[src/rtl/iop_writeback.sv]
// iop_writeback: write-back stage behind the integer-ops unit.
// Captures the issue-cycle flags and, one cycle later, the op result. It then
// drives the register-file write port through a 1-entry skid buffer and holds
// the architectural CF/OF/ZF flags.
// Optional feature macro: IOP_WB_FORWARDING_EN. When it is defined, the
// operand forwarding network toward fetch is built. When it is undefined,
// fwd_hit and fwd_data are tied to 0.
module iop_writeback #(
    parameter int WIDTH  = 16,
    parameter int ADDR_W = 4
) (
    input  logic              CLK,
    input  logic              RST_N,
    input  logic              en,
    input  logic [ADDR_W-1:0] in_dst,
    input  logic              in_wr,
    input  logic [2:0]        in_flag_mask,
    input  logic              flag_cf_in,
    input  logic              flag_of_in,
    input  logic              flag_zf_in,
    input  logic [1:0]        dout_select,
    input  logic [WIDTH-1:0]  dout1,
    input  logic [WIDTH-1:0]  dout2,
    input  logic [WIDTH-1:0]  dout3,
    input  logic              wr_ready,
    output logic              wr_en,
    output logic [ADDR_W-1:0] wr_addr,
    output logic [WIDTH-1:0]  wr_data,
    output logic              stall,
    output logic              flag_cf,
    output logic              flag_of,
    output logic              flag_zf,
    input  logic [ADDR_W-1:0] fwd_addr,
    output logic              fwd_hit,
    output logic [WIDTH-1:0]  fwd_data,
    output logic              err_overrun
);

    typedef enum logic [1:0] {IDLE, WRITE, WRITE_SKID} state_t;

    state_t              state, state_next;
    logic                s1_valid;
    logic [ADDR_W-1:0]   s1_dst;
    logic [WIDTH-1:0]    s1_data;
    logic                s1_live;
    logic                skid_valid, skid_valid_next;
    logic [ADDR_W-1:0]   skid_addr, skid_addr_next;
    logic [WIDTH-1:0]    skid_data, skid_data_next;
    logic                wr_en_next;
    logic [ADDR_W-1:0]   wr_addr_next;
    logic [WIDTH-1:0]    wr_data_next;
    logic                accept;

    // The skid buffer can absorb exactly one entry, so issue is blocked when
    // the port is busy this cycle or the skid is already occupied.
    assign stall  = ((state == WRITE) && !wr_ready) || (state == WRITE_SKID);
    assign accept = en && !stall;

    // Flags, overrun sticky bit and stage-1 tag capture at the issue edge.
    always_ff @(posedge CLK or negedge RST_N) begin
        if (!RST_N) begin
            flag_cf     <= 1'b0;
            flag_of     <= 1'b0;
            flag_zf     <= 1'b0;
            err_overrun <= 1'b0;
            s1_valid    <= 1'b0;
            s1_dst      <= '0;
        end else begin
            if (en && stall)
                err_overrun <= 1'b1;
            s1_valid <= accept && in_wr;
            if (accept) begin
                s1_dst <= in_dst;
                if (in_flag_mask[2]) flag_cf <= flag_cf_in;
                if (in_flag_mask[1]) flag_of <= flag_of_in;
                if (in_flag_mask[0]) flag_zf <= flag_zf_in;
            end
        end
    end

    // Select the registered integer-ops result for the stage-1 entry.
    always_comb begin
        s1_data = '0;
        case (dout_select)
            2'd1:    s1_data = dout1;
            2'd2:    s1_data = dout2;
            2'd3:    s1_data = dout3;
            default: s1_data = '0;
        endcase
    end

    // A no-result op (select 0) cancels the stage-1 write.
    assign s1_live = s1_valid && (dout_select != 2'd0);

    // Write-port FSM state, write register and skid buffer.
    always_ff @(posedge CLK or negedge RST_N) begin
        if (!RST_N) begin
            state      <= IDLE;
            wr_en      <= 1'b0;
            wr_addr    <= '0;
            wr_data    <= '0;
            skid_valid <= 1'b0;
            skid_addr  <= '0;
            skid_data  <= '0;
        end else begin
            state      <= state_next;
            wr_en      <= wr_en_next;
            wr_addr    <= wr_addr_next;
            wr_data    <= wr_data_next;
            skid_valid <= skid_valid_next;
            skid_addr  <= skid_addr_next;
            skid_data  <= skid_data_next;
        end
    end

    // Next-state logic. A write completes on an edge where wr_en and wr_ready
    // are both high. A stage-1 entry that arrives while the port is blocked
    // is parked in the skid buffer.
    always_comb begin
        state_next      = state;
        wr_en_next      = wr_en;
        wr_addr_next    = wr_addr;
        wr_data_next    = wr_data;
        skid_valid_next = skid_valid;
        skid_addr_next  = skid_addr;
        skid_data_next  = skid_data;
        case (state)
            IDLE: begin
                if (s1_live) begin
                    wr_en_next   = 1'b1;
                    wr_addr_next = s1_dst;
                    wr_data_next = s1_data;
                    state_next   = WRITE;
                end
            end
            WRITE: begin
                if (wr_ready) begin
                    if (s1_live) begin
                        wr_addr_next = s1_dst;
                        wr_data_next = s1_data;
                    end else begin
                        wr_en_next = 1'b0;
                        state_next = IDLE;
                    end
                end else if (s1_live) begin
                    skid_valid_next = 1'b1;
                    skid_addr_next  = s1_dst;
                    skid_data_next  = s1_data;
                    state_next      = WRITE_SKID;
                end
            end
            WRITE_SKID: begin
                if (wr_ready) begin
                    wr_addr_next    = skid_addr;
                    wr_data_next    = skid_data;
                    skid_valid_next = 1'b0;
                    state_next      = WRITE;
                end
            end
            default: begin
                wr_en_next      = 1'b0;
                skid_valid_next = 1'b0;
                state_next      = IDLE;
            end
        endcase
    end

`ifdef IOP_WB_FORWARDING_EN
    // Forwarding checks the youngest source first: stage 1, then skid, then
    // the pending write.
    always_comb begin
        fwd_hit  = 1'b0;
        fwd_data = '0;
        if (s1_live && (s1_dst == fwd_addr)) begin
            fwd_hit  = 1'b1;
            fwd_data = s1_data;
        end else if (skid_valid && (skid_addr == fwd_addr)) begin
            fwd_hit  = 1'b1;
            fwd_data = skid_data;
        end else if (wr_en && (wr_addr == fwd_addr)) begin
            fwd_hit  = 1'b1;
            fwd_data = wr_data;
        end
    end
`else
    logic unused_fwd_addr;
    assign unused_fwd_addr = ^fwd_addr;
    assign fwd_hit  = 1'b0;
    assign fwd_data = '0;
`endif

endmodule
[config.mk]
export PLATFORM = sky130hd
export DESIGN_NAME = iop_writeback
export DESIGN_NICKNAME = d
export VERILOG_FILES = /design/src/rtl/iop_writeback.sv
export SDC_FILE = /design/constraint.sdc
export NUM_CORES = 1
export LEC_CHECK = 0
export CORE_ASPECT_RATIO = 0.8
export CORE_MARGIN = 2
export CORE_UTILIZATION = 49
export CTS_BUF_LIST = sky130_fd_sc_hd__clkbuf_8
export DETAILED_ROUTE_END_ITERATION = 7
export GPL_TIMING_DRIVEN = 1
export PLACE_DENSITY = 0.95
export RECOVER_POWER = 25
export SLEW_MARGIN = 20
export SYNTH_ARGS = -nofsm -noshare
export SYNTH_HDL_FRONTEND = slang
export SYNTH_SLANG_ARGS = --single-unit
[constraint.sdc]
create_clock -name CLK -period 3.8 [get_ports CLK]
set_clock_uncertainty 0.05 [all_clocks]
set_input_delay 0.76 -clock CLK [delete_from_list [all_inputs] [get_ports CLK]]
set_output_delay 0.76 -clock CLK [all_outputs]
set_load 0.02 [all_outputs]
Word-level counts from Yosys, hierarchy flattened
Cells that the tools add are included.

storage, ports and cells
  bits in registers = 52
  input bits = 69
  output and inout port bits = 43
  logic and storage cells = 62

operators by class
  eq/ne operators = 11
  multiplexer cells = 19
  bitwise operators = 2
  reductions and logical operators = 18

operator list
  operator                                                                number
  16-bit case mux with 3 select lines                                     2
  16-bit 2-to-1 mux                                                       3
  4-bit 2-to-1 mux                                                        3
  4-bit case mux with 3 select lines                                      1
  2-bit 2-to-1 mux                                                        5
  2-bit inequality test (second input constant)                           4
  4-bit AND reduction                                                     2
  2-bit equality test (second input constant)                             3
  3-bit inequality test (second input constant)                           2
  2-bit case mux with 3 select lines                                      1
  2-bit AND reduction                                                     3
  3-bit AND reduction                                                     2
  1-bit logical AND                                                       5
  2-bit by 1-bit equality test with 1-bit output (second input constant)  2
  1-bit 2-to-1 mux                                                        3
  1-bit case mux with 3 select lines                                      1
  3-bit nonzero test                                                      1
  1-bit zero test                                                         2
  2-bit zero test                                                         1
  1-bit NOT                                                               2
  2-bit nonzero test                                                      1
  1-bit logical OR                                                        1

Logic depth before layout (Yosys ltp)
  depth after elaboration = 6
  gate-level depth with buffers = 6

Worst setup path before layout
Ideal clock, no wire load.

  kind = input -> output
  start point = in wr_ready
  end point = out stall
  arrival time = 1.508 ns
  path slack = 1.482 ns
  stages on the path = 3
  path through = or3b_4 -> clkbuf_1 -> nand2_1

between the ends
  longest elaborated chain between the ends = 3

ends and longest elaborated chain
  item               line  source
  start, declared    25    input logic wr_ready,
  1-bit zero test    56    assign stall = ((state == WRITE) && !wr_ready) || (state == WRITE_SKID);
  1-bit logical AND  56
  1-bit logical OR   56
  end, declared      29    output logic stall,

Every way passes these cells.

Worst setup path after layout
Same ends and word-level chain as after synthesis.

==> reports/metrics.cfg <==
[sta]
fin_crit_ns = 3.319
clock.fmax_mhz = 301.3
setup_viol = 0
maxSlewHeadroom = -0.8307
report.final.slew_viol_count = 53
worst_pin_slew_ns = 2.746
fin_setup_tns_ns = 0
rsz0062_at_grt = false
period_share = 0.8734
final_hold_viol_count = 0

[die]
die_y_um = 72.55
fp.dieW_um = 89.68
start_util = 0.5180
dieArea_sq_mm = 0.006506
ios = 112
core_area_sq_mm = 0.005555
core.rowCount = 24

[critical_path]
cpPeakStageDelay_ns = 0.62
critPathBufInv = 2
rr_worst_depth = 4
cpMostUsedCell = clkdlybuf4s50_1
cp.depth = 4
start_kind = input port
crit_type = input port to output port
cp.arrival_ns = 2.51
crit_path_top_delay_cell = clkdlybuf4s50_1
crit_chain = clkdlybuf4s50_1 -> or3b_4 -> nand2_1 -> clkdlybuf4s50_1
cp.required_ns = 2.99
cp_top_family = buffers and inverters
cp_max_fo = 7
endpoint_kind = output port

[place]
dp_cells = 422
dp_hpwl_um = 5589
port_buffers = 90
gp_congestion = 0.8370

[finish]
drive_gt1_frac = 0.1563
multi_input_area_sq_mm = 0.001379
ff_latch_area_sq_mm = 0.001301
synthToLayoutAreaGrowth_pct = 33.87
nNetsFinal = 420
fill_cells = 374
finalNonFillerCells = 430
n_antenna_cell = 0

[synthesis]
ys_types = 33
yosys-top-cells-area = dfrtp_1 (45%), mux2_2 (13%), o21ai_0 (5.6%)
async_reset_ff_frac = 1.000
syn_inst = 273
synth_edf_count = 0
yosys.area.top_type = dfrtp_1
yosys-top-cells-count = dfrtp_1 (52), mux2_2 (32), o21ai_0 (32), clkbuf_1 (20)
ys_warn_count = 0
syn_area_sq_mm = 0.002878
yosysMostFrequentCell = dfrtp_1
postSynthAreaPerCell_sq_um = 10.54
ys.flop_type = dfrtp_1
netlist.area_leader.share = 0.4522
ys_ff_latch = 52
yosysSeqAreaShare = 0.4522

[clock_network]
htreeDepth = 2
ctsResizeCount = 0
clk_latency_ns = 0.31
ctsHoldBuffers = 0
cts_tree = yes
cts_made_buffers = 5
clock_path_buffers = 2
cts_sinks = 52
ctsRootBufferMaster = clkbuf_8
cts_setup_buffers = 0
clk_pin_slew_worst_paths_ns = 0.08

[global_route]
grt_usage = 0.2615
grt_pass1_vias = 2634
antenna_found_initial = 0
overflow = 0
grt_max_degree = 53
grt_pass1_wl_um = 12910

[power]
powerDensity_mw_per_mm2 = 508.5
vdd_drop_max_uv = 364.0
cellLeakagePower_nw = 1.586

[worst_hold_path]
holdPathStages = 1
hold_class = flop to flop

[drt]
vias = 2678
avgRoutedWirePerCell_um = 18.49
via_per_inst = 6.228
drc = 0
routed_wl_um = 7950
ant_nets = 0
drt_iter0_drc = 336
first_pass_iters = 6

[run_status]
violations = max-capacitance violations, max-slew violations
status = finished, violations left

[job]
max_cap_violations = 1

## layout by cell type, fill, tap and decap left out, drive strengths merged
cell and n:
a32o 1, nand2 3, o31ai 16, dfrtp 52
o311ai 16, and2b 1, clkbuf 7, a21oi 1
clkdlybuf4s50 89, nor2b 3, a2111oi 1, o21ai 32
a21o 1, o22ai 1, o21a 1, nand2b 1
mux2 35, nor2 17, inv 6, buf 10
nand3 1, nand4 3, mux2i 1, conb 17
a221oi 16, nand3b 1, or3b 1, o21bai 1
a22oi 15, or2 1, o31a 1
## layout make-up
cell class | count | area share
Inverter | 4 | 0.003897
Sequential cell | 52 | 0.3378
Timing Repair Buffer | 100 | 0.2517
Multi-Input combinational cell | 188 | 0.3579
Clock inverter | 2 | 0.001949
Tap cell | 78 | 0.02533
Clock buffer | 6 | 0.02144
## worst paths after layout
check,endpoint,start,slack (ns)
worst max-delay path,stall,wr_ready,0.48
worst min-delay path,err_overrun,err_overrun,0.43
worst max register to register,wr_addr[0],state[1],1.66
worst min register to register,err_overrun,err_overrun,0.43
max in group asynchronous,skid_data[6],RST_N,0.88
min in group asynchronous,wr_data[9],RST_N,1.26
## power by group
group          total (mW)  leakage, nW  internal [mW]  switching, mW
Combinational       0.778        0.882          0.399          0.379
Clock               0.322       0.0538          0.144          0.178
Sequential          0.860        0.651          0.746          0.114
Total                1.96         1.59           1.29          0.671
## cell families after synthesis
kind of cell,Yosys count,share of synthesized area
simple gates,32,0.05522
buf+inv,49,0.09173
flops,52,0.4522
mux,36,0.1443
other cells,1,0.001303
compound gates,103,0.2552
## flip-flops by register name, indices dropped and copies added (netlist names)
signal / cells
wr_addr: 4
err_overrun: 1
wr_data: 16
flag_zf: 1
skid_addr: 4
flag_cf: 1
s1_valid: 1
s1_dst: 4
wr_en: 1
flag_of: 1
state: 2
skid_data: 16
## layer usage
| layer | routed length [um] | vias to the layer above | part of all wire | track usage |
|---|---|---|---|---|
| li1 | - | 1170 | - | - |
| met1 | 3090 | 1298 | 0.39 | 0.3571 |
| met3 | 796 | 21 | 0.10 | 0.05688 |
| met2 | 3912 | 189 | 0.49 | 0.4126 |
| met4 | 150 | 0 | 0.019 | 0.08955 |
| met5 | 0 | - | 0 | 0 |
## metrics by stage
stage	power (mW)	hold WS, ns	utilization	area [sq um]	setup WS, ns
2_1_floorplan	1.273	0.4144	-	2938	1.482
3_3_place_gp	1.599	0.3969	0.6775	3764	0.5428
3_5_place_dp	1.640	0.3971	0.6779	3766	0.5053
4_1_cts	1.958	0.4248	0.6941	3856	0.4900
5_1_grt	2.070	0.4558	0.6935	3852	0.2333
6_report	1.959	0.4281	0.6935	3852	0.4811
(Power assumes the default switching activity.)
==> edit (same settings) <==
The option `IOP_WB_FORWARDING_EN` is turned on by a define.
--- a/src/rtl/iop_writeback.sv
+++ b/src/rtl/iop_writeback.sv
@@ -7,2 +7,4 @@
 // fwd_hit and fwd_data are tied to 0.
+`define IOP_WB_FORWARDING_EN
+
 module iop_writeback #(
Check against the original RTL: not equivalent (Yosys sat finds a counterexample within 4 cycles, from zero or initial values and one cycle with RST_N low).
==> edit against the original RTL <==
  * The flow still finishes with violations (max-capacitance violations, max-slew violations)
  * Cell count up 24%
  * Synthesized cell count up 23%
  * Setup slack worse by 0.38 ns
  * Fmax down 10%
  * Sequential cell count up 1
  * Power up 30%
  * Wire length up 20%
  * Final area up 17%
  * Synthesized area up 7.8%
  * First-iteration DRC count down 38%
  * Highest routed layer unchanged
==> edit: results (changes against the original RTL) <==
metric;value;unit;change
dpl_cell_area;4420;um^2;+17%
grt_pass1_wl;14.8;mm;+15%
cap_violations;1;;unchanged
r2r-start;state[0];;
rr_worst_depth;5;;+1
area_growth;44.9;%;
nonClkBufAreaFrac;29.2;%;+4.0 points
drt-initial-drc-count;207;;-38%
nClkBuffers;7;;+1
status;finished with violations;;
track_usage;27.5;%;+1.3 points
slowest_delay;0.56;ns;-0.06 ns
seq-cell-share;29.5;%;-4.3 points
r2r-end;wr_data[13];;
nNonClkBuffers;137;;+37%
slew_viol_final;30;;-43%
whs;0.427;ns;-0.00143 ns
synthMuxAreaShare;10.0;%;-4.4 points
synth_compound_area_share;24.9;%;-0.59 points
violations;max-capacitance violations, max-slew violations;;
wire_per_inst;17.9;um;-3.2%
grt_max_degree;40;;-25%
fillCellCount;455;;+22%
yosys-top-cells-area;dfrtp_1, mux2_2, a21oi_1;;
grt_pass1_vias;3021;;+15%
vias;3122;;+17%
synth_seq_cells;53;;+1.9%
cp_max_fo;9;;+2
placed_cells;527;;+25%
first_pass_iters;5;;-1
## edit: worst max-delay path by stage
stage	startpoint	endpoint	slack, ns	depth (start not counted)
after floorplan	fwd_addr[1]	fwd_data[10]	1.01	5
after CTS	fwd_addr[0]	fwd_data[12]	0.11	8
after global placement	fwd_addr[0]	fwd_data[12]	-0.08	8
after detailed placement	fwd_addr[0]	fwd_data[12]	-0.16	8
final	fwd_addr[0]	fwd_data[12]	0.10	8
after global routing	fwd_addr[0]	fwd_data[12]	0.04	8
## edit: power by group through the flow
stage               Sequential (mW)  Clock, mW  Combinational (mW)
CTS                           0.985      0.355                1.21
finish                        0.994      0.351                1.21
detailed placement            0.994          0                1.25
floorplan                      1.07          0               0.582
global placement              0.977          0                1.20
global route                   1.02      0.383                1.30
## edit: metal layers
metal / global-route usage [%] / share of wire, %
met1: 36.1 / 41
met2: 46.2 / 48
met3: 7.11 / 9.5
met4: 7.19 / 1.7
met5: 0 / 0
